$ cat src/rtl/hangman_pkg.sv
// Shared letter encoding and FSM state type for the hangman game-rule engine.
package hangman_pkg;
  localparam int                 LETTER_W    = 6;
  localparam logic [LETTER_W-1:0] LETTER_A   = 6'h0A;
  localparam logic [LETTER_W-1:0] LETTER_Z   = 6'h23;
  localparam int                 NUM_LETTERS = 26;

  typedef enum logic [2:0] {
    IDLE  = 3'd0,
    PLAY  = 3'd1,
    CHECK = 3'd2,
    WON   = 3'd3,
    LOST  = 3'd4
  } state_t;
endpackage

$ cat src/rtl/letter_match.sv
// Compares one guessed letter code against the four secret letters at once.
module letter_match
  import hangman_pkg::*;
(
  input  logic [LETTER_W-1:0] i_guess,
  input  logic [LETTER_W-1:0] i_letter1,
  input  logic [LETTER_W-1:0] i_letter2,
  input  logic [LETTER_W-1:0] i_letter3,
  input  logic [LETTER_W-1:0] i_letter4,
  output logic [3:0]          o_match,
  output logic                o_in_range
);
  always_comb begin
    o_match[0] = (i_guess == i_letter1);
    o_match[1] = (i_guess == i_letter2);
    o_match[2] = (i_guess == i_letter3);
    o_match[3] = (i_guess == i_letter4);
    o_in_range = (i_guess >= LETTER_A) && (i_guess <= LETTER_Z);
  end
endmodule

$ cat src/rtl/hangman_judge.sv
// Hangman rule engine: latches a secret word, scores one guess per handshake,
// tracks reveals/misses and reports win or loss.
module hangman_judge
  import hangman_pkg::*;
#(
  parameter int                  MAX_MISSES = 6,
  parameter logic [LETTER_W-1:0] BLANK      = 6'h3F
) (
  input  logic                clock,
  input  logic                reset,
  input  logic                new_game,
  input  logic [LETTER_W-1:0] letter1,
  input  logic [LETTER_W-1:0] letter2,
  input  logic [LETTER_W-1:0] letter3,
  input  logic [LETTER_W-1:0] letter4,
  input  logic                guess_valid,
  input  logic [LETTER_W-1:0] guess,
  output logic                guess_ready,
  output logic [3:0]          revealed,
  output logic [LETTER_W-1:0] shown1,
  output logic [LETTER_W-1:0] shown2,
  output logic [LETTER_W-1:0] shown3,
  output logic [LETTER_W-1:0] shown4,
  output logic [2:0]          misses,
  output logic                result_valid,
  output logic                hit,
  output logic                dup,
  output logic                bad,
  output logic                won,
  output logic                lost
);
  localparam logic [2:0] MISS_MAX = 3'(MAX_MISSES);

  state_t                    r_state;
  state_t                    w_state_next;
  logic [LETTER_W-1:0]       r_word [4];
  logic [LETTER_W-1:0]       r_guess;
  logic [NUM_LETTERS-1:0]    r_used;
  logic [3:0]                r_revealed;
  logic [2:0]                r_misses;
  logic                      r_result_valid;
  logic                      r_hit;
  logic                      r_dup;
  logic                      r_bad;

  logic [3:0]                w_match;
  logic                      w_in_range;
  logic [4:0]                w_index;
  logic [NUM_LETTERS-1:0]    w_used_bit;
  logic                      w_is_dup;
  logic                      w_is_hit;
  logic                      w_is_miss;
  logic [3:0]                w_revealed_next;
  logic [2:0]                w_misses_next;
  logic                      w_accept;

  letter_match u_letter_match (
    .i_guess    (r_guess),
    .i_letter1  (r_word[0]),
    .i_letter2  (r_word[1]),
    .i_letter3  (r_word[2]),
    .i_letter4  (r_word[3]),
    .o_match    (w_match),
    .o_in_range (w_in_range)
  );

  // Handshake: a guess transfers on a rising edge where guess_valid && guess_ready;
  // guess_ready is high only in PLAY, and new_game on the same edge drops the guess.
  assign w_accept = guess_valid && guess_ready && !new_game;

  always_comb begin
    w_index         = 5'(r_guess - LETTER_A);
    w_used_bit      = NUM_LETTERS'(1) << w_index;
    w_is_dup        = w_in_range && |(r_used & w_used_bit);
    w_is_hit        = w_in_range && !w_is_dup && |w_match;
    w_is_miss       = w_in_range && !w_is_dup && !(|w_match);
    w_revealed_next = w_is_hit ? (r_revealed | w_match) : r_revealed;
    w_misses_next   = (w_is_miss && r_misses != MISS_MAX) ? r_misses + 3'd1 : r_misses;
  end

  always_comb begin
    w_state_next = r_state;
    case (r_state)
      PLAY:  if (guess_valid) w_state_next = CHECK;
      CHECK: begin
        if (w_revealed_next == 4'b1111)    w_state_next = WON;
        else if (w_misses_next == MISS_MAX) w_state_next = LOST;
        else                                w_state_next = PLAY;
      end
      default: w_state_next = r_state;
    endcase
    if (new_game) w_state_next = PLAY;
  end

  always_ff @(posedge clock or posedge reset) begin
    if (reset) begin
      r_state        <= IDLE;
      for (int i = 0; i < 4; i++) r_word[i] <= '0;
      r_guess        <= '0;
      r_used         <= '0;
      r_revealed     <= '0;
      r_misses       <= '0;
      r_result_valid <= 1'b0;
      r_hit          <= 1'b0;
      r_dup          <= 1'b0;
      r_bad          <= 1'b0;
    end else begin
      r_state        <= w_state_next;
      r_result_valid <= 1'b0;
      r_hit          <= 1'b0;
      r_dup          <= 1'b0;
      r_bad          <= 1'b0;
      if (new_game) begin
        r_word[0]  <= letter1;
        r_word[1]  <= letter2;
        r_word[2]  <= letter3;
        r_word[3]  <= letter4;
        r_used     <= '0;
        r_revealed <= '0;
        r_misses   <= '0;
      end else begin
        if (w_accept) r_guess <= guess;
        if (r_state == CHECK) begin
          r_revealed     <= w_revealed_next;
          r_misses       <= w_misses_next;
          if (w_is_hit || w_is_miss) r_used <= r_used | w_used_bit;
          r_result_valid <= 1'b1;
          r_hit          <= w_is_hit;
          r_dup          <= w_is_dup;
          r_bad          <= !w_in_range;
        end
      end
    end
  end

  assign guess_ready  = (r_state == PLAY);
  assign won          = (r_state == WON);
  assign lost         = (r_state == LOST);
  assign revealed     = r_revealed;
  assign misses       = r_misses;
  assign result_valid = r_result_valid;
  assign hit          = r_hit;
  assign dup          = r_dup;
  assign bad          = r_bad;
  assign shown1       = r_revealed[0] ? r_word[0] : BLANK;
  assign shown2       = r_revealed[1] ? r_word[1] : BLANK;
  assign shown3       = r_revealed[2] ? r_word[2] : BLANK;
  assign shown4       = r_revealed[3] ? r_word[3] : BLANK;
endmodule

$ cat config.mk
export PLATFORM = sky130hd
export DESIGN_NAME = hangman_judge
export DESIGN_NICKNAME = d
export VERILOG_FILES = /design/src/rtl/hangman_pkg.sv /design/src/rtl/letter_match.sv /design/src/rtl/hangman_judge.sv
export SDC_FILE = /design/constraint.sdc
export NUM_CORES = 1
export LEC_CHECK = 0
export CAP_MARGIN = 20
export CORE_MARGIN = 3
export CORE_UTILIZATION = 57
export DETAILED_ROUTE_END_ITERATION = 8
export GPL_TIMING_DRIVEN = 1
export HOLD_SLACK_MARGIN = 0.02
export PLACE_DENSITY = 0.95
export SYNTH_ARGS = -nofsm -noshare
export SYNTH_HDL_FRONTEND = slang
export SYNTH_SLANG_ARGS = --single-unit
export TNS_END_PERCENT = 30
$ cat constraint.sdc
create_clock -name clock -period 5.71 [get_ports clock]
set_input_delay 1.142 -clock clock [delete_from_list [all_inputs] [get_ports clock]]
set_output_delay 1.142 -clock clock [all_outputs]
set_load 0.03 [all_outputs]
==> reports/results.ini, run 1 <==
[run_status]
status = completed

[sta]
clock-skew-final_ps = 4.41
grt_setup_unrepaired = no
tns_ps = 0
drv_slew = 0
period_share_pct = 68.7
finalSetupViolCount = 0
fmax_mhz = 255
slew-limit-headroom_pct = 33.0
worstMarginPinSlew_ps = 997
hold_violations = 0
min_period_ps = 3930

[power_and_ir_drop]
total_power_mw = 1.45
p_per_area_nw_per_um2 = 301
p_leak_nw = 1.87
ir_drop_v = 0.000208

[floorplanning]
core_um2 = 6490
die_y_um = 88.6
start_util_pct = 59.8
fp.dieW_um = 88.6
die_area_um2 = 7840
rows = 29
ios = 72

[logic_synthesis]
ys_warn_count = 0
syn_inst = 371
synth_top_flop_cell = dfrtp_1
ys_ff_latch = 70
ys_seq_area_share_pct = 45.1
synth_area_um2 = 3890
syn_avg_cell_area_um2 = 10.5
synth-edff-count = 0
syn-num-nets = 408
ys_types = 59
synthArstFlopShare_pct = 100

[place]
io_buffer_count = 71
place.gp.congestion = 0.914
dpl.hpwl_um = 6980

[clocking]
cts-root-buf = clkbuf_8
cts-buffers-inserted = 9
clkTransAtPathRegs_ps = 80
htree_levels = 3
clk_latency_ps = 350
cts-hold-fix-buffers = 0
cts_setup_buffers = 0
tritoncts = built
ctsResizeCount = 0
cts_sinks = 70
clk_path_buf_depth = 2

[flow_run]
maxCapViolations = 0

[worst_setup_path]
path_max_fanout = 16
crit_type = reg -> reg
rrSetupSlack_ps = 1780
worstPathArrival_ps = 4160
critPathRequiredTime_ps = 5950
cp-end-kind = flip-flop
start_kind = flip-flop

[global_routing]
grt_antenna_before_repair = 0
grtUsageTotal_pct = 29.2
grt_pass1_vias = 3388
gr-total-overflow = 0
grt_max_degree = 71
grt_pass1_wl_um = 17500

[detailed_routing]
firstDrtPassIters = 5
wire_per_inst_um = 20.5
num_vias = 3326
postRouteWirelength_um = 10500
drt-initial-drc-count = 383
drc_errors = 0
viasPerCell = 6.47
ant_nets = 0

[hold_path]
hold_path_class = reg -> reg

[final_layout]
drive_gt1_share_pct = 14.0
diodes = 0
final_cell_mix = 70 x dfrtp_1, 70 x clkdlybuf4s50_1, 30 x mux2_2
fin_nets = 469
area_growth_pct = 23.7
n_fill_cell = 387

[cell type report]
type / instances / area [um2] / share of cell area [%]
repair buffers: 74 / 728 / 15.2
clock buffers: 9 / 124 / 2.58
clock inverters: 7 / 97.6 / 2.03
multi-input cells: 259 / 1940 / 40.4
well taps: 77 / 96.3 / 2.00
flip-flops and latches: 70 / 1750 / 36.4
inverters: 18 / 67.6 / 1.41
[cell families (layout without fill, tap and decap cells)]
group	after synthesis	after routing	synth area share (%)
muxes	35	35	9.98
and+or+nand+nor	120	120	18.0
DFF	70	70	45.1
AOI/OAI and AO/OA	70	70	14.0
xor gates and xnor gates	31	31	6.99
adders and majority gates	3	3	0.966
buffers and inverters	42	108	4.99
[state kept, by name (all words and copies together) (netlist names)]
name	flops
bad	1
dup	1
hit	1
misses	3
r_guess	6
r_state	3
r_used	26
r_word	24
result_valid	1
revealed	4
[Yosys cell counts, types with 2 or more instances]
master / n / area [um2]
nor3_1: 14 / 70.1
buf_2: 8 / 40.0
o2bb2ai_1: 8 / 70.1
mux2i_1: 5 / 50.1
nand4_1: 8 / 50.1
a211oi_1: 2 / 15.0
o32ai_1: 4 / 35.0
nand3_1: 4 / 20.0
a32o_1: 5 / 50.1
dfrtp_1: 70 / 1750
clkbuf_1: 8 / 30.0
o22ai_1: 2 / 12.5
nand3b_1: 3 / 22.5
and2_1: 4 / 25.0
a31oi_1: 4 / 25.0
a21oi_1: 16 / 80.1
buf_4: 5 / 37.5
or2_2: 3 / 18.8
nor2_1: 16 / 60.1
o41ai_1: 6 / 52.6
nand2_1: 20 / 75.1
nor4_1: 2 / 12.5
o21a_1: 2 / 15.0
xor2_1: 11 / 96.3
o31ai_1: 2 / 15.0
inv_1: 18 / 67.6
nor3b_1: 4 / 30.0
mux2_2: 30 / 338
nand2b_1: 28 / 175
xnor2_1: 20 / 175
o21ai_0: 5 / 25.0
ha_1: 3 / 37.5
buf_1: 2 / 7.51
or4b_1: 3 / 30.0
nand4b_1: 2 / 17.5
[per-layer routing]
metal | global-route usage (%) | up-vias | wire length [um]
li1 | - | 1458 | -
met1 | 36.4 | 1605 | 4160
met2 | 46.4 | 203 | 5010
met3 | 7.26 | 60 | 824
met4 | 16.3 | 0 | 549
met5 | 0 | - | 0
[final timing paths]
| check | start | to | cells past startpoint |
|---|---|---|---|
| worst max-delay path | r_guess[2]$_DFFE_PP0P_ | r_state[2]$_DFFE_PP0P_ | 10 |
| worst min-delay path | r_used[23]$_DFFE_PP0P_ | r_used[23]$_DFFE_PP0P_ | 2 |
| worst max register to register | r_guess[2]$_DFFE_PP0P_ | r_state[2]$_DFFE_PP0P_ | 10 |
| worst min register to register | r_used[23]$_DFFE_PP0P_ | r_used[23]$_DFFE_PP0P_ | 2 |
| max in group asynchronous | reset | revealed[0]$_DFFE_PP0P_ | 3 |
| min in group asynchronous | reset | r_used[19]$_DFFE_PP0P_ | 3 |
[through the flow]
step	std cells	hold slack [ps]	setup slack [ps]	util, %	cell area, um2
2_1_floorplan	371	438	2560	-	3890
3_3_place_gp	498	459	2080	70.6	4580
3_5_place_dp	498	461	1930	70.6	4580
4_1_cts	514	479	1840	74.0	4810
5_1_grt	514	516	1510	74.0	4810
6_report	514	488	1780	74.0	4810
[critical path: stages, from the launching register on]
cell and delay [ps]:
dfrtp_1 610, inv_1 90, ha_1 490, and2_1 290
a22o_1 240, a221oi_1 280, o32ai_1 210, nor3_4 550
a21oi_1 180, or4_4 600, a32o_1 290
[report_power, final]
part	switching, mW	internal, mW	total [mW]
combinational	0.251	0.161	0.413
clock	0.204	0.247	0.451
sequential	0.0572	0.525	0.582
total	0.512	0.933	1.45
Note: power is estimated with default switching activity, not from simulation.
==> inputs of run 2 (changes only) <==
--- a/config.mk
+++ b/config.mk
@@ -7,11 +7,11 @@
 export LEC_CHECK = 0
 export CAP_MARGIN = 20
 export CORE_MARGIN = 3
-export CORE_UTILIZATION = 57
+export CORE_UTILIZATION = 48
 export DETAILED_ROUTE_END_ITERATION = 8
 export GPL_TIMING_DRIVEN = 1
 export HOLD_SLACK_MARGIN = 0.02
-export PLACE_DENSITY = 0.95
+export PLACE_DENSITY = 0.87
 export SYNTH_ARGS = -nofsm -noshare
 export SYNTH_HDL_FRONTEND = slang
 export SYNTH_SLANG_ARGS = --single-unit
==> constraint.sdc (replaced) <==
create_clock -name clock -period 3.3 [get_ports clock]
set_input_delay 0.66 -clock clock [delete_from_list [all_inputs] [get_ports clock]]
set_output_delay 0.66 -clock clock [all_outputs]
set_load 0.03 [all_outputs]
==> run 2 against run 1 <==
Flip-flop and latch count is the same. Routed wire length fell by 4.9%. Clock skew rose by 7.1 ps. Worst hold slack worse by 8.5 ps. Final area grew 4.5%. Register-to-register slack worse by 1600 ps. First-iteration DRC count is 33% lower. Critical path type unchanged. Critical endpoint is now r_state[1]$_DFFE_PP0P_. Highest routed layer unchanged.
==> reports/results.ini, run 2 (same netlist as run 1, synthesis figures left out) <==
[final_layout]
final_cell_mix = 70 x dfrtp_1, 70 x clkdlybuf4s50_1, 30 x mux2_2  ; unchanged
largest_reg_flops = 26  ; unchanged
top_register = r_used  ; unchanged
n_fill_cell = 562  ; was 387
fin_nets = 491  ; was 469
drive_gt1_share_pct = 18.5  ; was 14.0%
final_cells = 561  ; was 514
top_regs = r_used: 26 flops, r_word: 24 flops, r_guess: 6 flops  ; unchanged
diodes = 0  ; unchanged
area_growth_pct = 29.2  ; was 23.7%
fin_util_pct = 64.3  ; was 74.0%
final_area_um2 = 5020  ; was 4810 um2

[clocking]
cts-hold-fix-buffers = 0  ; unchanged
cts-buffers-inserted = 9  ; unchanged
clk_path_buf_depth = 2  ; unchanged
clk_latency_ps = 350  ; about the same
cts_sinks = 70  ; unchanged
cts-root-buf = clkbuf_8  ; unchanged
clkTransAtPathRegs_ps = 80  ; about the same
htree_levels = 3  ; unchanged
tritoncts = built  ; unchanged

[worst_setup_path]
startpoint = r_guess[1]$_DFFE_PP0P_  ; was r_guess[2]$_DFFE_PP0P_
critPathRequiredTime_ps = 3550  ; was 5950 ps
path_max_fanout = 27  ; was 16
rr_startpoint = r_guess[1]$_DFFE_PP0P_  ; was r_guess[2]$_DFFE_PP0P_
slowest_stage = or4_4  ; was dfrtp_1
slowest_delay_ps = 580  ; was 610 ps
cp-end-kind = flip-flop  ; unchanged
cp_cell_sequence = buf_4 -> o21ai_0 -> a31o_2 -> a32oi_1 -> o2111ai_2 -> nor3_4 -> buf_12 -> a21oi_1 -> or4_4 -> a2111oi_4  ; was inv_1 -> ha_1 -> and2_1 -> a22o_1 -> a221oi_1 -> o32ai_1 -> nor3_4 -> a21oi_1 -> or4_4 -> a32o_1
crit_type = reg -> reg  ; unchanged
worstPathArrival_ps = 3390  ; was 4160 ps
reg2reg_depth = 10  ; unchanged
start_kind = flip-flop  ; unchanged

[global_routing]
grt_antenna_before_repair = 0  ; unchanged
gr-total-overflow = 0  ; unchanged
grtUsageTotal_pct = 23.7  ; was 29.2%
grt_pass1_wl_um = 16800  ; was 17500 um
grt_pass1_vias = 3449  ; was 3388
grt_max_degree = 43  ; was 71

[floorplanning]
rows = 32  ; was 29
start_util_pct = 49.8  ; was 59.8%
core_um2 = 7810  ; was 6490 um2
ios = 72  ; unchanged
fp.dieW_um = 96.0  ; was 88.6 um
die_area_um2 = 9210  ; was 7840 um2
die_y_um = 96.0  ; was 88.6 um

[detailed_routing]
drt-initial-drc-count = 258  ; was 383
wire_per_inst_um = 17.9  ; was 20.5 um
ant_nets = 0  ; unchanged
firstDrtPassIters = 5  ; unchanged
num_vias = 3343  ; was 3326
viasPerCell = 5.96  ; was 6.47
drc_errors = 0  ; unchanged
postRouteWirelength_um = 10000  ; was 10500 um

[place]
dp.cells = 543  ; was 498
dpl.hpwl_um = 7180  ; was 6980 um
place.gp.congestion = 1.01  ; was 0.914
placed_area_um2 = 4780  ; was 4580 um2
io_buffer_count = 71  ; unchanged
post-place-ws_ps = 87.6  ; was 1930 ps

[run_status]
status = completed  ; unchanged

[power_and_ir_drop]
seq_power_share_pct = 38.5  ; was 40.3%
total_power_mw = 2.57  ; was 1.45 mW
p_leak_nw = 1.99  ; was 1.87 nW
pwr-share-comb_pct = 34.4  ; was 28.6%
swShare_pct = 34.4  ; was 35.4%
p_switching_mw = 0.882  ; was 0.512 mW
internal_power_mw = 1.68  ; was 0.933 mW
power_frac_clock_pct = 27.1  ; was 31.2%
ir_drop_v = 0.000257  ; was 0.000208 V
p_per_area_nw_per_um2 = 511  ; was 301 nW/um2

[sta]
worstMarginPinSlew_ps = 675  ; was 997 ps
period_share_pct = 95.1  ; was 68.7%
timing.hold.ws_ps = 479  ; was 488 ps
tns_ps = 0  ; unchanged
grt_setup_unrepaired = no  ; unchanged
finalSetupViolCount = 0  ; unchanged
drv_slew = 0  ; unchanged
min_period_ps = 3140  ; was 3930 ps
hold_violations = 0  ; unchanged
slew-limit-headroom_pct = 55.0  ; was 33.0%
fmax_mhz = 319  ; was 255 MHz
finalWorstSetupSlack_ps = 163  ; was 1780 ps
clock-skew-final_ps = 11.5  ; was 4.41 ps

[hold_path]
hold_path_class = reg -> reg  ; unchanged
hold_start = r_used[23]$_DFFE_PP0P_  ; unchanged
whs_path_depth = 2  ; unchanged

[flow_run]
maxCapViolations = 0  ; unchanged

-- run 2: worst max-delay path: cells and delay by family (launching register included) --
family / cells / cell delay (ps)
AOI/OAI and AO/OA: 6 / 1390
buffers and inverters: 2 / 460
DFF: 1 / 350
and+or+nand+nor: 2 / 820
-- run 2: path summary, 6_finish.rpt --
path | endpoint | slack [ps]
setup / recovery | r_state[1]$_DFFE_PP0P_ | 160
min in group asynchronous | r_guess[4]$_DFFE_PP0P_ | 700
hold / removal | r_used[23]$_DFFE_PP0P_ | 480
hold reg to reg | r_used[23]$_DFFE_PP0P_ | 480
max in group asynchronous | r_guess[2]$_DFFE_PP0P_ | 1960
setup reg to reg | r_state[1]$_DFFE_PP0P_ | 160
-- run 2: power by group through the flow --
stage	Sequential [mW]	Combinational [mW]	Clock, mW
6_report	0.987	0.883	0.696
5_1_grt	0.996	0.953	0.743
4_1_cts	0.986	0.823	0.703
3_5_place_dp	1.00	0.807	0
3_3_place_gp	0.999	0.787	0
2_1_floorplan	0.957	0.586	0
-- run 2: timing repair --
item | 4_1_cts | 5_1_grt
gates resized for setup | 0 | 3
endpoints found under the setup margin | 0 | 7
buffers inserted | 0 | 2
-- run 2: final cells by class --
type	instances	area [um2]	area share, %
Timing Repair Buffer	96	918	18.3
Tap cell	102	128	2.54
Multi-Input combinational cell	259	1960	38.9
Inverter	18	67.6	1.35
Clock buffer	11	141	2.82
Sequential cell	70	1750	34.9
Clock inverter	5	58.8	1.17
-- run 2: routing by layer --
| layer | track usage (%) | share of wire (%) | vias up |
|---|---|---|---|
| li1 | - | - | 1507 |
| met1 | 30.6 | 41 | 1654 |
| met2 | 38.3 | 50 | 156 |
| met3 | 3.99 | 6.0 | 26 |
| met4 | 11.7 | 3.2 | 0 |
| met5 | 0 | 0 | - |
==> inputs of run 3 (changes only) <==
--- a/config.mk
+++ b/config.mk
@@ -12,6 +12,7 @@
 export GPL_TIMING_DRIVEN = 1
 export HOLD_SLACK_MARGIN = 0.02
 export PLACE_DENSITY = 0.87
+export SETUP_SLACK_MARGIN = 0.15
 export SYNTH_ARGS = -nofsm -noshare
 export SYNTH_HDL_FRONTEND = slang
 export SYNTH_SLANG_ARGS = --single-unit
==> run 3 against run 2 <==
Utilization up 2.7 points. Non-clock buffer count up 5. Power up 8.6%. Register-to-register slack better by 70 ps. Final area up 4.2%. Via count up 0.54%. Count of clock-buffer cells in the layout down 2. Worst hold slack better by 18 ps. Critical path type unchanged. Combinational power up 16%.
==> reports/results.ini, run 3 (same netlist as run 1, synthesis figures left out) <==
[final_layout]
top_regs = r_used: 26 flops, r_word: 24 flops, r_guess: 6 flops  ; unchanged
diodes = 0  ; unchanged
final_common_cell = clkdlybuf4s50_1
largest_reg_flops = 26  ; unchanged
top_register = r_used  ; unchanged
final_area_um2 = 5230  ; was 5020 um2
final_cells = 567  ; was 561
fin_nets = 497  ; was 491
area_growth_pct = 34.6  ; was 29.2%
ff_latch_area_um2 = 1750  ; about the same
drive_gt1_share_pct = 23.7  ; was 18.5%
n_fill_cell = 541  ; was 562
final_cell_mix = 70 x clkdlybuf4s50_1, 68 x dfrtp_1, 30 x mux2_2  ; was 70 x dfrtp_1, 70 x clkdlybuf4s50_1, 30 x mux2_2
multi_input_area_um2 = 2100  ; was 1960 um2

[place]
io_buffer_count = 71  ; unchanged
placed_area_um2 = 4800  ; was 4780 um2
dpl.hpwl_um = 7480  ; was 7180 um
place.gp.congestion = 0.939  ; was 1.01
dp.cells = 547  ; was 543

[worst_setup_path]
startpoint = r_guess[1]$_DFFE_PP0P_  ; unchanged
worstPathArrival_ps = 3330  ; was 3390 ps
rr_startpoint = r_guess[1]$_DFFE_PP0P_  ; unchanged
crit_type = reg -> reg  ; unchanged
critPathRequiredTime_ps = 3560  ; was 3550 ps
reg2reg_depth = 8  ; was 10
r2r_end = r_state[1]$_DFFE_PP0P_  ; unchanged
slowest_delay_ps = 580  ; about the same
cp-end-kind = flip-flop  ; unchanged
rrSetupSlack_ps = 230  ; was 160 ps
path_max_fanout = 14  ; was 27
cp_cell_sequence = buf_12 -> or3_4 -> a41oi_2 -> o32ai_4 -> nor3_4 -> a21oi_1 -> or4_4 -> a2111oi_4  ; was buf_4 -> o21ai_0 -> a31o_2 -> a32oi_1 -> o2111ai_2 -> nor3_4 -> buf_12 -> a21oi_1 -> or4_4 -> a2111oi_4
slowest_stage = or4_4  ; unchanged
start_kind = flip-flop  ; unchanged

[flow_run]
maxCapViolations = 0  ; unchanged

[clocking]
tritoncts = built  ; unchanged
clkTransAtPathRegs_ps = 80  ; about the same
cts-buffers-inserted = 9  ; unchanged
clk_path_buf_depth = 2  ; unchanged
cts-hold-fix-buffers = 0  ; unchanged
clk_latency_ps = 360  ; was 350 ps
cts-root-buf = clkbuf_8  ; unchanged
htree_levels = 3  ; unchanged
cts_sinks = 70  ; unchanged

[floorplanning]
ios = 72  ; unchanged
core_um2 = 7810  ; unchanged
die_area_um2 = 9210  ; unchanged
fp.dieW_um = 96.0  ; unchanged
start_util_pct = 49.8  ; unchanged
rows = 32  ; unchanged
die_y_um = 96.0  ; unchanged

[sta]
grt_setup_unrepaired = no  ; unchanged
worstMarginPinSlew_ps = 631  ; was 675 ps
period_share_pct = 93.0  ; was 95.1%
hold_violations = 0  ; unchanged
slew-limit-headroom_pct = 57.6  ; was 55.0%
finalSetupViolCount = 0  ; unchanged
clock-skew-final_ps = 11.1  ; was 11.5 ps
tns_ps = 0  ; unchanged
min_period_ps = 3070  ; was 3140 ps
drv_slew = 0  ; unchanged
fmax_mhz = 326  ; was 319 MHz

[global_routing]
grtUsageTotal_pct = 23.8  ; was 23.7%
grt_pass1_wl_um = 16700  ; was 16800 um
grt_pass1_vias = 3330  ; was 3449
gr-total-overflow = 0  ; unchanged
grt_max_degree = 28  ; was 43
grt_antenna_before_repair = 0  ; unchanged

[hold_path]
whs_path_depth = 1  ; was 2
hold_start = r_used[19]$_DFFE_PP0P_  ; was r_used[23]$_DFFE_PP0P_
hold_end = r_used[19]$_DFFE_PP0P_  ; was r_used[23]$_DFFE_PP0P_
hold_path_class = reg -> reg  ; unchanged

[detailed_routing]
drc_errors = 0  ; unchanged
wire_per_inst_um = 19.3  ; was 17.9 um
viasPerCell = 5.93  ; was 5.96
drt-initial-drc-count = 275  ; was 258
ant_nets = 0  ; unchanged
postRouteWirelength_um = 11000  ; was 10000 um
firstDrtPassIters = 5  ; unchanged
num_vias = 3361  ; was 3343

[power_and_ir_drop]
ir_drop_v = 0.000327  ; was 0.000257 V
p_leak_nw = 2.06  ; was 1.99 nW
p_per_area_nw_per_um2 = 533  ; was 511 nW/um2

[run_status]
status = completed  ; unchanged

[run 3: final cells by class]
class | count | share of cell area [%]
multi-input combinational | 260 | 40.1
inverter | 18 | 1.29
tap | 102 | 2.44
clock buffer | 9 | 2.37
sequential | 70 | 33.5
timing repair buffer | 101 | 18.4
clock inverter | 7 | 1.87
[run 3: worst max-delay path by stage]
stage | endpoint | slack, ps
floorplan | r_state[1]$_DFFE_PP0P_ | 160
global placement | r_state[1]$_DFFE_PP0P_ | 200
detailed placement | r_state[1]$_DFFE_PP0P_ | 110
CTS | r_state[1]$_DFFE_PP0P_ | 80
global route | r_state[1]$_DFFE_PP0P_ | 120
finish | r_state[1]$_DFFE_PP0P_ | 230
[run 3: where the power goes]
part	switching, mW	internal [mW]	leakage, nW
Sequential	0.0788	0.910	0.904
Clock	0.347	0.428	0.106
Combinational	0.557	0.467	1.05
Total	0.983	1.80	2.06
[run 3: timing repair]
| action | 4_1_cts | 5_1_grt |
|---|---|---|
| gates cloned | 0 | 2 |
| pin swaps | 0 | 7 |
| setup endpoints to repair | 6 | 13 |
| setup buffers | 0 | 2 |
| resized for setup | 1 | 27 |
[run 3: routing by layer]
metal / GRT usage, % / vias up / wire [um]
li1: - / 1526 / -
met1: 30.5 / 1644 / 4490
met2: 38.8 / 156 / 5530
met3: 5.55 / 35 / 668
met4: 9.24 / 0 / 277
met5: 0 / - / 0
[run 3: through the flow]
step                      hold slack, ps  util [%]  power [mW]  setup slack (ps)
after global routing                 511      67.0        2.91               122
after floorplan                      438         -        1.55               160
after CTS                            497      64.3        2.62              83.6
final                                498      67.0        2.79               231
after global placement               471      61.5        1.82               205
after detailed placement             479      61.5        1.84               111
[run 3: critical path: cells and delay by family, from the launching register on]
kind | cells | cell delay (ps)
and+or+nand+nor | 3 | 1260
AOI/OAI and AO/OA | 4 | 1110
DFF | 1 | 440
buffers and inverters | 1 | 160
